[src/rtl/camera_fb_reader.sv]
// Scans a row-major luma frame buffer in step with VGA timing and returns gray pixels 3 clocks later.
// Optional FB_THRESHOLD_EN: binarize active pixels against THRESH (laser-spot view).
module camera_fb_reader #(
  parameter int LOGSIZE = 19,
  parameter int WIDTH   = 8,
  parameter int HACTIVE = 640,
  parameter int VACTIVE = 480,
  parameter int THRESH  = 200
) (
  input  logic               clk,
  input  logic               reset,
  input  logic [10:0]        hcount,
  input  logic [9:0]         vcount,
  input  logic               hsync,
  input  logic               vsync,
  input  logic               blank,
  output logic [LOGSIZE-1:0] bram_addr,
  input  logic [WIDTH-1:0]   bram_dout,
  output logic               vga_hsync,
  output logic               vga_vsync,
  output logic               vga_blank,
  output logic [WIDTH-1:0]   pixel_out,
  output logic               frame_start
);

  localparam logic SYNC_WAIT = 1'b0;
  localparam logic RUN       = 1'b1;

  localparam logic [10:0]        H_ACT    = 11'(HACTIVE);
  localparam logic [9:0]         V_ACT    = 10'(VACTIVE);
  localparam logic [LOGSIZE-1:0] ADDR_MAX = LOGSIZE'(HACTIVE * VACTIVE - 1);
  localparam logic [WIDTH-1:0]   TH_VAL   = WIDTH'(THRESH);
`ifdef FB_THRESHOLD_EN
  localparam bit THR_EN = 1'b1;
`else
  localparam bit THR_EN = 1'b0;
`endif

  // Sync strobes travel as {hsync, vsync, blank}; idle value is blanked with syncs low.
  localparam logic [2:0] SYNC_IDLE = 3'b001;

  function automatic logic [WIDTH-1:0] pix_map(input logic [WIDTH-1:0] d);
    if (THR_EN) return (d >= TH_VAL) ? {WIDTH{1'b1}} : '0;
    return d;
  endfunction

  logic               state_q, state_d;
  logic [LOGSIZE-1:0] cnt_q, cnt_d;
  logic [LOGSIZE-1:0] bram_addr_q, bram_addr_d;
  logic               vld_p0_q, vld_p0_d, vld_p1_q, vld_p1_d;
  logic [2:0]         sync_p0_q, sync_p0_d, sync_p1_q, sync_p1_d, sync_p2_q, sync_p2_d;
  logic [WIDTH-1:0]   pixel_q, pixel_d;
  logic               frame_start_q, frame_start_d;
  logic               at_origin, run_now, active;

  always_comb begin
    at_origin = (hcount == 11'd0) && (vcount == 10'd0);
    // The origin cycle itself is already served as RUN so the frame starts at address 0.
    run_now   = (state_q == RUN) || at_origin;
    active    = run_now && (hcount < H_ACT) && (vcount < V_ACT);
    state_d   = run_now ? RUN : SYNC_WAIT;

    cnt_d       = cnt_q;
    bram_addr_d = bram_addr_q;
    if (!run_now) begin
      cnt_d       = '0;
      bram_addr_d = '0;
    end else if (vcount >= V_ACT) begin
      cnt_d = '0;
    end else if (active) begin
      bram_addr_d = cnt_q;
      cnt_d       = (cnt_q == ADDR_MAX) ? '0 : cnt_q + 1'b1;
    end

    // Stage p0: address register; p1: BRAM read; p2: output register.
    vld_p0_d      = active;
    sync_p0_d     = run_now ? {hsync, vsync, blank} : SYNC_IDLE;
    vld_p1_d      = vld_p0_q;
    sync_p1_d     = sync_p0_q;
    sync_p2_d     = sync_p1_q;
    pixel_d       = vld_p1_q ? pix_map(bram_dout) : '0;
    frame_start_d = at_origin;
  end

  always_ff @(posedge clk) begin
    if (reset) begin
      state_q       <= SYNC_WAIT;
      cnt_q         <= '0;
      bram_addr_q   <= '0;
      vld_p0_q      <= 1'b0;
      vld_p1_q      <= 1'b0;
      sync_p0_q     <= SYNC_IDLE;
      sync_p1_q     <= SYNC_IDLE;
      sync_p2_q     <= SYNC_IDLE;
      pixel_q       <= '0;
      frame_start_q <= 1'b0;
    end else begin
      state_q       <= state_d;
      cnt_q         <= cnt_d;
      bram_addr_q   <= bram_addr_d;
      vld_p0_q      <= vld_p0_d;
      vld_p1_q      <= vld_p1_d;
      sync_p0_q     <= sync_p0_d;
      sync_p1_q     <= sync_p1_d;
      sync_p2_q     <= sync_p2_d;
      pixel_q       <= pixel_d;
      frame_start_q <= frame_start_d;
    end
  end

  assign bram_addr   = bram_addr_q;
  assign pixel_out   = pixel_q;
  assign vga_hsync   = sync_p2_q[2];
  assign vga_vsync   = sync_p2_q[1];
  assign vga_blank   = sync_p2_q[0];
  assign frame_start = frame_start_q;

endmodule

[config.mk]
export PLATFORM = sky130hd
export DESIGN_NAME = camera_fb_reader
export DESIGN_NICKNAME = d
export VERILOG_FILES = /design/src/rtl/camera_fb_reader.sv
export SDC_FILE = /design/constraint.sdc
export NUM_CORES = 1
export LEC_CHECK = 0
export CORE_AREA = 5 5 90 92
export DETAILED_ROUTE_END_ITERATION = 10
export DIE_AREA = 0 0 95 97
export GPL_TIMING_DRIVEN = 0
export PLACE_DENSITY = 0.63
export SLEW_MARGIN = 20
export SYNTH_ARGS = -nofsm -noshare
export SYNTH_HDL_FRONTEND = slang
export SYNTH_SLANG_ARGS = --single-unit
[constraint.sdc]
create_clock -name clk -period 5.19 [get_ports clk]
set_clock_uncertainty 0.05 [all_clocks]
set_input_delay 0.7785 -clock clk [delete_from_list [all_inputs] [get_ports clk]]
set_output_delay 0.7785 -clock clk [all_outputs]
set_load 0.02 [all_outputs]
==> results of run 1 <==
==> logic make-up (layout without fill, tap and decap cells) <==
group           count (synthesis)  after routing  share of synthesized area
simple gates                  129            129                      0.306
mux                             1              1                    0.00414
xor+xnor                        1              1                    0.00362
fa+ha+maj                       1              1                    0.00518
compound gates                 64             64                      0.156
flops                          59             59                      0.489
buf+inv                        21            101                     0.0367
==> how the worst max path moves through the flow <==
stage	start	endpoint	cells past startpoint
floorplan	hcount[7]	cnt_q[4]	6
global placement	reset	cnt_q[10]	6
detailed placement	reset	cnt_q[10]	6
CTS	reset	cnt_q[10]	6
global route	reset	cnt_q[10]	6
finish	reset	cnt_q[10]	6
==> registers in the layout (all words and copies together), names as in the netlist <==
signal       count
bram_addr       19
cnt_q           19
pixel_out        8
sync_p0_q        3
sync_p1_q        3
sync_p2_q        3
frame_start      1
state_q          1
vld_p0_q         1
vld_p1_q         1
==> power groups by stage <==
stage               combinational (W)  clock, W  sequential (W)
global route                0.0000453  0.000379        0.000452
global placement            0.0000414         0        0.000463
detailed placement          0.0000416         0        0.000463
floorplan                   0.0000108         0        0.000463
finish                      0.0000414  0.000345        0.000453
CTS                         0.0000418  0.000354        0.000453
==> worst max-delay path: stages <==
cell and delay, ns:
clkdlybuf4s50_1 0.42, clkbuf_1 0.22, nor3b_1 0.84, nand2_1 0.35, clkbuf_1 0.34, a21oi_1 0.23
==> layout make-up <==
cell class,instances,share of cell area
Inverter,5,0.00561
Multi-Input combinational cell,196,0.343
Clock inverter,5,0.00898
Buffer,16,0.0210
Sequential cell,59,0.353
Clock buffer,11,0.0393
Tap cell,99,0.0371
Timing Repair Buffer,64,0.192
==> per-layer routing <==
| layer | up-vias | part of all wire |
|---|---|---|
| li1 | 1141 | - |
| met4 | 0 | 0.0088 |
| met2 | 86 | 0.44 |
| met3 | 4 | 0.078 |
| met5 | - | 0 |
| met1 | 1026 | 0.47 |
==> through the flow <==
step	setup WS (ns)	hold slack, ns	cell area (um^2)	total power [W]
CTS	2.18	0.359	3340	0.000848
global route	1.96	0.370	3340	0.000877
floorplan	2.78	0.339	2420	0.000474
detailed placement	1.89	0.345	3180	0.000504
global placement	1.92	0.343	3180	0.000504
finish	2.19	0.357	3340	0.000839
==> cells in the final DEF (no fill, tap or decap), drive strengths merged, types with 2 or more instances in the layout <==
cell,synthesis,final
and2,11,11
nor3,4,4
nor4b,2,2
a2111oi,2,2
or4,7,7
clkinv,0,3
nor2b,6,6
clkinvlp,0,2
or2,4,4
a211oi,2,2
nand4,6,6
dfxtp,59,59
or3,2,2
a21oi,38,38
clkdlybuf4s50,0,64
and3,5,5
nand4b,6,6
o31ai,5,5
clkbuf,12,23
nand2,45,45
buf,4,4
inv,5,5
nand3,12,12
o21ai,9,9
nor4,6,6
o2bb2ai,2,2
nor2,7,7
nor3b,2,2
==> results.cfg, run 1 <==
[flow_run]
maxCapViolCount = 0

[global_route]
busiest_layer = met2
gr-usage-met2 = 0.200
grt_usage = 0.141
use_met1 = 0.199
grt-ovfl-total = 0
grt_pass1_vias = 2160
antenna_found_initial = 0
grt_max_degree = 11
grt_pass1_wl_um = 10400
grt.met3_usage = 0.0465

[power_and_ir_drop]
p_int_w = 0.000648
p_sw_w = 0.000191
combPwrFrac = 0.049
leakagePower_nw = 1.01
seqPwrFrac = 0.539
switching_share = 0.228
clkPwrFrac = 0.411
power_density_nw_per_um2 = 251
ir_drop_uv = 95.7

[cts]
htree_levels = 3
clkSlewWorstSetupHoldPaths_ns = 0.06
post_cts_resized = 0
clock-sinks = 59
clock_latency_ns = 0.33
cts_buffers = 9
cts_setup_buffers = 0
cts.path.max_buffers = 2
root_buffer = clkbuf_8
cts_tree = built
cts_hold_buf = 0

[routing]
drt-vias-per-instance = 4.96
ant_nets = 0
drt_pre_antenna_iters = 4
num_vias = 2257
drc = 0
wl_um = 6240
drt_iter0_markers = 103
wl_per_cell_um = 13.7

[synthesis]
synth_seq_cells = 59
synth_most_common_cell = dfxtp_1
synth_nets = 311
synth_top_cell_area_share = 0.489
ys_seq_area_frac = 0.489
synth_area_um2 = 2420
yosysUniqueCellTypes = 45
synth_commonest_cells = dfxtp_1, nand2_1, a21oi_1
synth-main-ff-cell = dfxtp_1
yosysTopAreaCell = dfxtp_1
syn_inst = 276
synth_area_leaders = dfxtp_1, a21oi_1, nand2_1, and2_1, nand3_1
synth_edf_count = 0
syn_area_per_cell_um2 = 8.76
synthArstFlopShare = 0
yosysWarnings = 0

[layout]
nets = 386
regArea_um2 = 1180
area_growth_pct = 38.3
nFillCells = 742
drive_gt1_frac = 0.0758
finalNonFillerCells = 455
multiInputGateArea_um2 = 1150
utilization = 0.468
insertedDiodeCount = 0

[timing]
final_hold_viol_count = 0
final.setup.tns_ns = 0
relSlewSlack = 0.343
fin_crit_sh = 0.577
period_needed_ns = 3.00
setup_viol = 0
rsz0062_at_grt = false
tightest_slew_ns = 0.984
slew_violations = 0
fmax_ghz = 0.334

[setup_path]
cp_max_fo = 10
reg2reg_to = cnt_q[7]
critical_path_class = in -> reg
r2r_cells = 5
arrival_ns = 3.19
critPathCaptureType = flop
cp.required_ns = 5.38
cp-start-kind = input port
reg2reg_slack_ns = 2.80
r2r_start = cnt_q[13]

[floorplan]
die_w_um = 95
die_height_um = 97
io_pins = 65
dieArea_um2 = 9220
num_rows = 31
start_util = 0.339
coreArea_um2 = 7140

[placement]
io_buffer_count = 64
dp_hpwl_um = 4470
placedCellCount = 439
gp_congestion = 0.786

[min_path]
hold_end = sync_p2_q[0]
min_path_type = reg -> reg
holdPathStages = 1
hp-start = sync_p1_q[0]

[status]
status = complete, no violations
No activity file was read; power rests on OpenSTA's default activity.
==> inputs of run 2 (changes only) <==
PLACE_DENSITY = 0.66   (was 0.63)
clock period = 2.6 ns   (was 5.19 ns; I/O delays follow)
==> run 2 against run 1 <==
Compared with the run above: worst hold slack improved by 0.0071 ns; count of clock-buffer cells in the layout grew 1; die area is the same; first-iteration DRC count grew 47%; routed wire length fell by 1.1%; non-clock buffer count is the same; final cell count fell by 0.44%; largest cell class unchanged.
==> results.cfg, run 2 (synthesis results as in run 1) <==
[floorplan]
coreArea_um2 = 7140
num_rows = 31
die_w_um = 95
io_pins = 65
start_util = 0.339
die_height_um = 97
dieArea_um2 = 9220

[setup_path]
cp_cell_sequence = nand4bb_1 -> nor4b_4 -> nand2_1 -> a2111oi_0 -> o2bb2ai_1
cp_max_fo = 9
critPathCaptureType = flop
cp-start-kind = flop
cp_top_family = simple AND/OR/NAND/NOR gates
arrival_ns = 2.47
critical_path_class = reg -> reg
startpoint = cnt_q[13]
cp.required_ns = 2.76
r2r_start = cnt_q[13]
crit_buf_inv = 0
crit_slowest_cell = nor4b_4
cpPeakStageDelay_ns = 0.56

[timing]
rsz0062_at_grt = false
setup_ws_ns = 0.286
fmax_ghz = 0.432
relSlewSlack = 0.612
final_hold_viol_count = 0
hold_slack_ns = 0.364
fin_crit_sh = 0.890
setup_viol = 0
tightest_slew_ns = 0.577
period_needed_ns = 2.31
slew_violations = 0
final.setup.tns_ns = 0

[min_path]
hp-start = sync_p0_q[0]
min_path_type = reg -> reg

[global_route]
grt-ovfl-total = 0
grt_pass1_wl_um = 10300
antenna_found_initial = 0
grt_usage = 0.140
grt_pass1_vias = 2190
grt_max_degree = 11

[layout]
nets = 386
utilization = 0.470
insertedDiodeCount = 0
layout_common_cells = clkdlybuf4s50_1, dfxtp_1, nand2_1, a21oi_1, clkbuf_1
area_growth_pct = 38.8
layout_commonest_cell = clkdlybuf4s50_1
nFillCells = 723
drive_gt1_frac = 0.0763

[power_and_ir_drop]
p_total_w = 0.00170
power_density_nw_per_um2 = 508
leakagePower_nw = 1.02
ir_drop_uv = 205

[cts]
clock_latency_ns = 0.33
root_buffer = clkbuf_8
clock-sinks = 59
htree_levels = 3
clkSlewWorstSetupHoldPaths_ns = 0.06
cts_tree = built
cts_buffers = 9
cts.path.max_buffers = 2

[placement]
gp_congestion = 0.814
preCtsSetupSlack_ns = -0.345
io_buffer_count = 64
dp_hpwl_um = 4540

[routing]
drt_pre_antenna_iters = 4
drc = 0
wl_um = 6170
drt_iter0_markers = 151
ant_nets = 0
wl_per_cell_um = 13.6
drt-vias-per-instance = 5.03
num_vias = 2278

[flow_run]
maxCapViolCount = 0

[status]
status = complete, no violations
-- run 2: cell count changes in the layout (fill, tap and decap cells not counted), sizes merged --
cell,delta
clkbuf,+1
clkinvlp,-1
clkinv,-2
-- run 2: worst register-to-register path, stage by stage, from the launching register on --
cell and delay, ns:
dfxtp_1 0.46, nand4bb_1 0.25, nor4b_4 0.56, nand2_1 0.30, a2111oi_0 0.45, o2bb2ai_1 0.12
-- run 2: final cells by class --
| cell class | instances | area (um^2) | share of cell area |
|---|---|---|---|
| tap | 99 | 124 | 0.0369 |
| sequential | 59 | 1180 | 0.352 |
| buffer | 16 | 70.1 | 0.0209 |
| clock inverter | 2 | 12.5 | 0.00373 |
| multi-input combinational | 196 | 1150 | 0.344 |
| inverter | 5 | 18.8 | 0.00559 |
| timing repair buffer | 64 | 641 | 0.191 |
| clock buffer | 12 | 155 | 0.0463 |
-- run 2: path summary, 6_finish.rpt --
| kind | endpoint | slack [ns] | cells after the start |
|---|---|---|---|
| hold reg to reg | sync_p1_q[0] | 0.36 | 1 |
| hold / removal | sync_p1_q[0] | 0.36 | 1 |
| setup / recovery | cnt_q[7] | 0.29 | 5 |
| setup reg to reg | cnt_q[7] | 0.29 | 5 |
-- run 2: through the flow --
step                area, um^2  instances
global placement          3180        439
floorplan                 2420        276
CTS                       3350        453
global route              3350        453
finish                    3350        453
detailed placement        3180        439
-- run 2: repair_timing --
action                     in CTS  in global routing
buffers inserted                0                  0
setup endpoints to repair       3                  0
hold endpoints to repair        0                  0
gates resized for setup         1                  0
hold buffers                    0                  0
-- run 2: metal layers --
metal,up-vias,part of all wire,wire length [um],track usage
met5,-,0,0,0
met4,0,0.0099,61,0.0677
met3,5,0.086,532,0.0473
met2,91,0.47,2880,0.208
met1,1044,0.44,2700,0.181
li1,1138,-,-,-
-- run 2: where the power goes --
part	switching [W]	total (W)	internal, W
clock	0.000329	0.000715	0.000385
sequential	0.0000000000249	0.000904	0.000904
combinational	0.0000344	0.0000839	0.0000495
total	0.000364	0.00170	0.00134
